## src/rtl/flag_branch_unit.sv

```systemverilog
// EX-stage back end: EX/MEM result latch, status flags {C,V,LT,EQ,GT} and
// branch resolution with a fixed-length squash window after a taken branch.
module flag_branch_unit #(
    parameter int WIDTH        = 16,
    parameter int FLUSH_CYCLES = 2
) (
    input  logic             clk,
    input  logic             rst_n,
    input  logic             valid_in,
    input  logic             stall_in,
    input  logic [WIDTH-1:0] alu_out,
    input  logic             lt,
    input  logic             eq,
    input  logic             gt,
    input  logic             carry_out,
    input  logic             overflow,
    input  logic             set_flags,
    input  logic             reg_write_in,
    input  logic [2:0]       dest_in,
    input  logic             br_en,
    input  logic [2:0]       br_cond,
    input  logic [WIDTH-1:0] br_target,
    output logic             ex_valid,
    output logic [WIDTH-1:0] ex_result,
    output logic [2:0]       ex_dest,
    output logic             ex_reg_write,
    output logic [4:0]       flags,
    output logic             pc_load,
    output logic [WIDTH-1:0] pc_target,
    output logic             flush
);

    typedef enum logic [0:0] {
        RUN   = 1'b0,
        FLUSH = 1'b1
    } state_t;

    state_t           r_state;
    logic [2:0]       r_cnt;
    logic             r_ex_valid;
    logic [WIDTH-1:0] r_ex_result;
    logic [2:0]       r_ex_dest;
    logic             r_ex_reg_write;
    logic [4:0]       r_flags;
    logic             r_pc_load;
    logic [WIDTH-1:0] r_pc_target;
    logic             r_flush;

    logic w_accept;
    logic w_cond_true;
    logic w_taken;

    // Condition is judged on the flags as they stood before this instruction.
    always_comb begin
        w_cond_true = 1'b0;
        case (br_cond)
            3'd0:    w_cond_true = 1'b1;
            3'd1:    w_cond_true = r_flags[1];
            3'd2:    w_cond_true = ~r_flags[1];
            3'd3:    w_cond_true = r_flags[2];
            3'd4:    w_cond_true = r_flags[0];
            3'd5:    w_cond_true = r_flags[2] | r_flags[1];
            3'd6:    w_cond_true = r_flags[0] | r_flags[1];
            default: w_cond_true = r_flags[4];
        endcase
    end

    assign w_accept = valid_in & ~stall_in & (r_state == RUN);
    assign w_taken  = w_accept & br_en & w_cond_true;

    always_ff @(posedge clk) begin
        if (!rst_n) begin
            r_state        <= RUN;
            r_cnt          <= '0;
            r_ex_valid     <= 1'b0;
            r_ex_result    <= '0;
            r_ex_dest      <= '0;
            r_ex_reg_write <= 1'b0;
            r_flags        <= '0;
            r_pc_load      <= 1'b0;
            r_pc_target    <= '0;
            r_flush        <= 1'b0;
        end else begin
            // pc_load is a strict one-cycle pulse, even across a stall.
            r_pc_load <= 1'b0;
            if (!stall_in) begin
                r_ex_valid <= w_accept;
                if (w_accept) begin
                    r_ex_result    <= alu_out;
                    r_ex_dest      <= dest_in;
                    r_ex_reg_write <= reg_write_in;
                    if (set_flags)
                        r_flags <= {carry_out, overflow, lt, eq, gt};
                end else begin
                    r_ex_reg_write <= 1'b0;
                end

                case (r_state)
                    RUN: begin
                        if (w_taken) begin
                            r_pc_load   <= 1'b1;
                            r_pc_target <= br_target;
                            r_flush     <= 1'b1;
                            r_cnt       <= 3'(FLUSH_CYCLES - 1);
                            r_state     <= FLUSH;
                        end
                    end
                    default: begin
                        if (r_cnt == 3'd0) begin
                            r_state <= RUN;
                            r_flush <= 1'b0;
                        end else begin
                            r_cnt <= r_cnt - 3'd1;
                        end
                    end
                endcase
            end
        end
    end

    assign ex_valid     = r_ex_valid;
    assign ex_result    = r_ex_result;
    assign ex_dest      = r_ex_dest;
    assign ex_reg_write = r_ex_reg_write;
    assign flags        = r_flags;
    assign pc_load      = r_pc_load;
    assign pc_target    = r_pc_target;
    assign flush        = r_flush;

endmodule

```

## config.mk

```make
export PLATFORM = sky130hd
export DESIGN_NAME = flag_branch_unit
export DESIGN_NICKNAME = d
export VERILOG_FILES = /design/src/rtl/flag_branch_unit.sv
export SDC_FILE = /design/constraint.sdc
export NUM_CORES = 1
export LEC_CHECK = 0
export ABC_AREA = 1
export CAP_MARGIN = 0
export CORE_MARGIN = 8
export CORE_UTILIZATION = 35
export CTS_CLUSTER_DIAMETER = 120
export DETAILED_ROUTE_END_ITERATION = 16
export GPL_TIMING_DRIVEN = 1
export PLACE_DENSITY = 0.72
export SYNTH_ARGS = -nofsm -noshare
export SYNTH_HDL_FRONTEND = slang
export SYNTH_SLANG_ARGS = --single-unit
```

## constraint.sdc

```tcl
create_clock -name clk -period 1.15 [get_ports clk]
set_input_delay 0.1725 -clock clk [delete_from_list [all_inputs] [get_ports clk]]
set_output_delay 0.1725 -clock clk [all_outputs]
set_load 0.005 [all_outputs]
```

==> results of run 1 <==
==> per-stage QoR <==
| stage | setup WS [ps] | power (W) | hold WS, ps | instances | instance area (µm²) |
|---|---|---|---|---|---|
| floorplan | -57.9 | 0.00204 | 305 | 238 | 1840 |
| CTS | -170 | 0.00350 | 436 | 425 | 3180 |
| global route | -251 | 0.00369 | 457 | 428 | 3320 |
| global placement | -480 | 0.00247 | 444 | 413 | 3000 |
| detailed placement | -558 | 0.00248 | 452 | 413 | 3000 |
| finish | -189 | 0.00351 | 437 | 428 | 3320 |
==> worst reg2reg max path, cell delays in order (launching register included) <==
cell and delay (ps):
dfxtp_2 330, buf_6 120, nor2_2 60, o21ai_1 60, nand2_1 80, nand2_2 60, nand2_4 90, buf_12 140
nand2_4 60, nand2_4 80, nand2_2 60, a21oi_2 120
==> cell families after synthesis <==
family / after synthesis
AOI/OAI and AO/OA: 55
DFF: 48
and+or+nand+nor: 106
buffers and inverters: 27
adders and majority gates: 2
==> cell usage after synthesis (all sizes together) <==
master / count
a21oi: 14
clkbuf: 7
nor2: 73
clkinv: 1
nand3: 8
inv: 15
nand2: 24
o21ai: 41
buf: 4
dfxtp: 48
ha: 2
or2: 1
==> power groups by stage <==
stage,combinational (W),sequential [W],clock [W]
after floorplan,0.000207,0.00184,0
after global placement,0.000643,0.00183,0
after detailed placement,0.000651,0.00183,0
after CTS,0.000652,0.00179,0.00106
after global routing,0.000769,0.00180,0.00112
final,0.000695,0.00179,0.00103
==> path summary, 6_finish.rpt <==
path | start | slack [ps] | depth (start not counted) | end
worst max-delay path | br_cond[1] | -190 | 10 | pc_target[14]$_SDFFE_PN0P_
worst max register to register | flags[1]$_SDFFE_PN0P_ | -170 | 11 | r_cnt[1]$_SDFFE_PN0P_
worst min-delay path | reg_write_in | 440 | 3 | ex_reg_write$_SDFFE_PN0N_
worst min register to register | ex_reg_write$_SDFFE_PN0N_ | 460 | 2 | ex_reg_write$_SDFFE_PN0N_
==> per-layer routing <==
metal | vias to the layer above | GRT usage (%) | wire length [µm]
met5 | - | 0 | 0
met4 | 0 | 4.15 | 67
met3 | 9 | 6.69 | 588
met2 | 69 | 26.0 | 2820
met1 | 870 | 16.2 | 2390
li1 | 995 | - | -
==> sequential cells by signal, indices dropped and copies added (netlist names) <==
name	cells
pc_load	1
r_state	1
ex_dest	3
ex_reg_write	1
r_cnt	3
pc_target	16
ex_result	16
flush	1
ex_valid	1
flags	5
==> cells in the final DEF (no fill, tap or decap) <==
cell type	n
clkbuf_8	6
nor2_2	5
clkbuf_16	2
inv_2	5
inv_16	1
o21ai_2	15
o21ai_0	20
nand2_1	16
clkdlybuf4s50_1	47
clkinv_1	1
dfxtp_1	41
a21oi_2	3
nand2_2	4
nor2_1	66
buf_4	20
nor2_4	2
inv_8	1
buf_6	3
buf_8	1
nand3_4	1
ha_1	1
buf_12	3
inv_4	1
dlygate4sd2_1	42
ha_4	1
buf_16	1
dfxtp_2	7
inv_1	7
o21ai_1	6
or2_4	1
a21oi_1	11
nand3_1	7
nand2_4	4
clkdlybuf4s15_1	4
clkinv_2	2
==> cell type report <==
cell class,count,area [µm²]
clock buffer,6,82.6
timing repair buffer,123,1210
inverter,16,86.3
clock inverter,2,10.0
fill,474,1750
multi-input combinational,163,873
sequential,48,970
tap,70,87.6
==> repair_timing <==
item | 4_1_cts | 5_1_grt
cloned | 2 | 2
pin swaps | 8 | 16
resized for setup | 91 | 33
buffers inserted | 2 | 2
setup endpoints to repair | 78 | 29
endpoints found under the hold margin | 0 | 0
==> metrics.cfg, run 1 <==
[yosys]
synth-xor-area-share_pct=0
yosys_warnings=0
ys_ff_latch=48
yosysUniqueCellTypes=21
synth_area_um2=1830
yosys.area.top_type=dfxtp_1
synth-simple-area-share_pct=23.7
synth_nets=290
seq_area_frac_synth_pct=52.6
synth_top_family_by_area=simple AND/OR/NAND/NOR gates
synthMuxAreaShare_pct=0
syn_avg_cell_area_um2=7.68
synth_cells=238
synth_top_area_share_pct=52.6
synth-compound-area-share_pct=15.3
synthAdderAreaFrac_pct=1.37
synthTopCellsByArea=dfxtp_1, nor2_1, o21ai_0, nand2_1, a21oi_1

[sta]
maxSlewViolCount=0
final-setup-viol-count=22
max_freq_ghz=0.747
rsz0062_at_grt=true
hold_viol=0
worst_slew_pin_slew_ps=195
skew_ps=8.58
setup_ws_ps=-189
fin_crit_sh_pct=116
max-slew-margin-rel_pct=87.0
period_needed_ps=1340
finalSetupTns_ps=-2970

[clock_tree]
clk_latency_ps=300
cts_tree=done
clk_pin_slew_ps=80
clk_path_buf_depth=2
cts_buffers=5
cts-root-buf=clkbuf_8
cts_sinks=48
hold_buffers=0
h-tree-depth=2

[worst_setup_path]
start_kind=primary input
slowest_stage=clkdlybuf4s50_1
end_kind=flip-flop
crit_chain=clkdlybuf4s50_1 > nand3_1 > nand3_1 > nand2_1 > inv_2 > nand2_4 > buf_12 > clkbuf_16 > o21ai_2 > nor2_1
critPathBufInv=4
slowest_delay_ps=550
path_max_fanout=5
cp_common_cell=nand3_1
critPathKind=primary input to flip-flop
critical_path_required_ps=1350
crit_family=buffers and inverters
arrival_ps=1540

[die]
start_util_pct=36.0
row_count=26
die_x_um=88.3
die_h_um=88.3
dieArea_um2=7790
ios=94
core_area_um2=5070

[drt]
drt_iter0_drc=42
first_pass_iters=4
vias_per_cell=4.54
ant_nets=0
wl_per_cell_um=13.7
vias=1943
drc_errors=0
wirelength_um=5870

[global_route]
grt_pass1_vias=1986
grt_antenna_before_repair=0
grt_pass1_wl_um=9180
grt_max_degree=20
grt_usage_pct=15.0
grt_overflow=0

[layout]
drive_above_1_share_pct=24.9
finish.utilization_pct=65.5
nets=409
n_antenna_cell=0
syn_to_final_growth_pct=81.9

[power]
switching_share_pct=25.1
seqPwrFrac_pct=50.9
p_leak_nw=1.52
power_switching_w=0.000883
p_int_w=0.00263
pwr_density_cell_nw_per_um2=1060
clockPowerShare_pct=29.3
vdd_drop_max_v=0.000671
p_comb_share_pct=19.8

[hold_path]
min_path_type=primary input to flip-flop

[place]
hpwlAfterDp_um=4200
globalplace.congestion=0.767
port_buffers=93

[status]
status=finished with violations
violations=setup timing

[flow_run]
maxCapViolCount=0

No activity file was read; power rests on OpenSTA's default activity.
==> run 2, diff against run 1 <==
SETUP_SLACK_MARGIN = 0.2   (was default)
==> metrics.cfg, run 2 (synthesis results as in run 1) <==
[status]
status=finished with violations
violations=setup timing

[clock_tree]
cts_tree=done
hold_buffers=0
clk_path_buf_depth=2
cts_buffers=5
cts-root-buf=clkbuf_8
h-tree-depth=2
clk_pin_slew_ps=90
clk_latency_ps=300
cts_sinks=48

[sta]
worst_slew_pin_slew_ps=270
max_freq_ghz=0.750
maxSlewViolCount=0
setup_ws_ps=-183
whs_ps=415
finalSetupTns_ps=-4950
period_needed_ps=1330
rsz0062_at_grt=true
fin_crit_sh_pct=116
final-setup-viol-count=47
hold_viol=0
skew_ps=4.56
max-slew-margin-rel_pct=82.0

[power]
switching_share_pct=23.2
clockPowerShare_pct=37.4
p_int_w=0.00340
vdd_drop_max_v=0.000627
total_power_w=0.00442
pwr_density_cell_nw_per_um2=1130
seqPwrFrac_pct=41.4
p_comb_share_pct=21.2
p_leak_nw=1.70
power_switching_w=0.00103

[layout]
final_common_cell=dfxtp_2
fin_cells=453
drive_above_1_share_pct=62.9
syn_to_final_growth_pct=115
n_antenna_cell=0
final_cell_mix=dfxtp_2, clkdlybuf4s50_1, nor2_1, buf_4, buf_6
nets=434
finish.utilization_pct=77.4

[hold_path]
min_path_type=primary input to flip-flop
holdPathEnd=r_state$_SDFFE_PN0N_
holdPathStages=3
holdCritStartpoint=rst_n

[global_route]
grt_usage_pct=16.3
grt_antenna_before_repair=0
grt_overflow=0
grt_max_degree=21
grt_pass1_wl_um=10100
grt_pass1_vias=2118

[worst_setup_path]
arrival_ps=1530
start_kind=flip-flop
reg2reg_slack_ps=-180
critical_path_required_ps=1350
end_kind=flip-flop
path_max_fanout=8
critPathKind=flip-flop to flip-flop
timing.rr.end=pc_target[10]$_SDFFE_PN0P_
reg2reg_depth=11
r2r_start=flags[1]$_SDFFE_PN0P_

[drt]
wirelength_um=7070
first_pass_iters=4
wl_per_cell_um=15.6
vias_per_cell=4.76
ant_nets=0
vias=2157
drc_errors=0
drt_iter0_drc=47

[die]
ios=94
dieArea_um2=7790
die_x_um=88.3
row_count=26
start_util_pct=36.0
die_h_um=88.3
core_area_um2=5070

[flow_run]
maxCapViolCount=0

[place]
hpwlAfterDp_um=4210
dpl.cell_count=415
port_buffers=93
globalplace.congestion=0.841

-- run 2: cell count changes in the layout (fill, tap and decap cells not counted), moves of 25 or more --
cell / previous run / this run
dfxtp_2: 7 / 46
dfxtp_1: 41 / 2
buf_2: 0 / 27
buf_6: 3 / 28
nor2_4: 2 / 27
dlygate4sd2_1: 42 / 5
nor2_1: 66 / 33
-- run 2: worst max-delay path by stage --
| stage | start | to | cells past startpoint |
|---|---|---|---|
| 2_1_floorplan | r_state$_SDFFE_PN0N_ | r_cnt[2]$_SDFFE_PN0P_ | 11 |
| 3_3_place_gp | br_cond[2] | pc_target[2]$_SDFFE_PN0P_ | 9 |
| 3_5_place_dp | br_cond[2] | pc_target[14]$_SDFFE_PN0P_ | 9 |
| 4_1_cts | flags[1]$_SDFFE_PN0P_ | pc_target[5]$_SDFFE_PN0P_ | 10 |
| 5_1_grt | flags[0]$_SDFFE_PN0P_ | pc_target[10]$_SDFFE_PN0P_ | 11 |
| 6_report | flags[1]$_SDFFE_PN0P_ | pc_target[10]$_SDFFE_PN0P_ | 11 |
-- run 2: cell type report --
type	count	area, µm²
tap	70	87.6
fill	349	1150
multi-input combinational	163	1160
timing repair inverter	1	11.3
sequential	48	1020
timing repair buffer	147	1400
inverter	16	82.6
clock buffer	5	68.8
clock inverter	3	90.1
-- run 2: stage by stage --
stage	setup slack [ps]	instance area [µm²]
after floorplan	-57.9	1850
after global placement	-466	3010
after detailed placement	-523	3010
after CTS	-135	3440
after global routing	-274	3930
final	-183	3930
-- run 2: worst max-delay path: stages (launching register included) --
cell	delay [ps]
dfxtp_2	340
buf_6	110
nand2_2	50
nand2_2	70
nand3_2	70
nand2_2	60
inv_2	40
nand2_4	120
buf_12	170
inv_16	60
nor2_2	90
nor2_1	50
-- run 2: metal layers --
metal / vias to the layer above / global-route usage, % / part of all wire [%]
met5: - / 0 / 0
li1: 1050 / - / -
met1: 1015 / 17.9 / 40
met3: 13 / 5.94 / 7.3
met2: 79 / 28.6 / 51
met4: 0 / 4.61 / 1.7
-- run 2: timing repair --
item,4_1_cts,5_1_grt
setup endpoints to repair,92,74
gates cloned,3,2
pin swaps,18,22
gates resized for setup,318,88
setup buffers,10,15
-- run 2: power by group through the flow --
stage	sequential [W]	clock (W)	combinational (W)
finish	0.00183	0.00166	0.000939
global route	0.00184	0.00176	0.00101
global placement	0.00183	0	0.000643
detailed placement	0.00183	0	0.000652
floorplan	0.00184	0	0.000210
CTS	0.00182	0.00168	0.000745
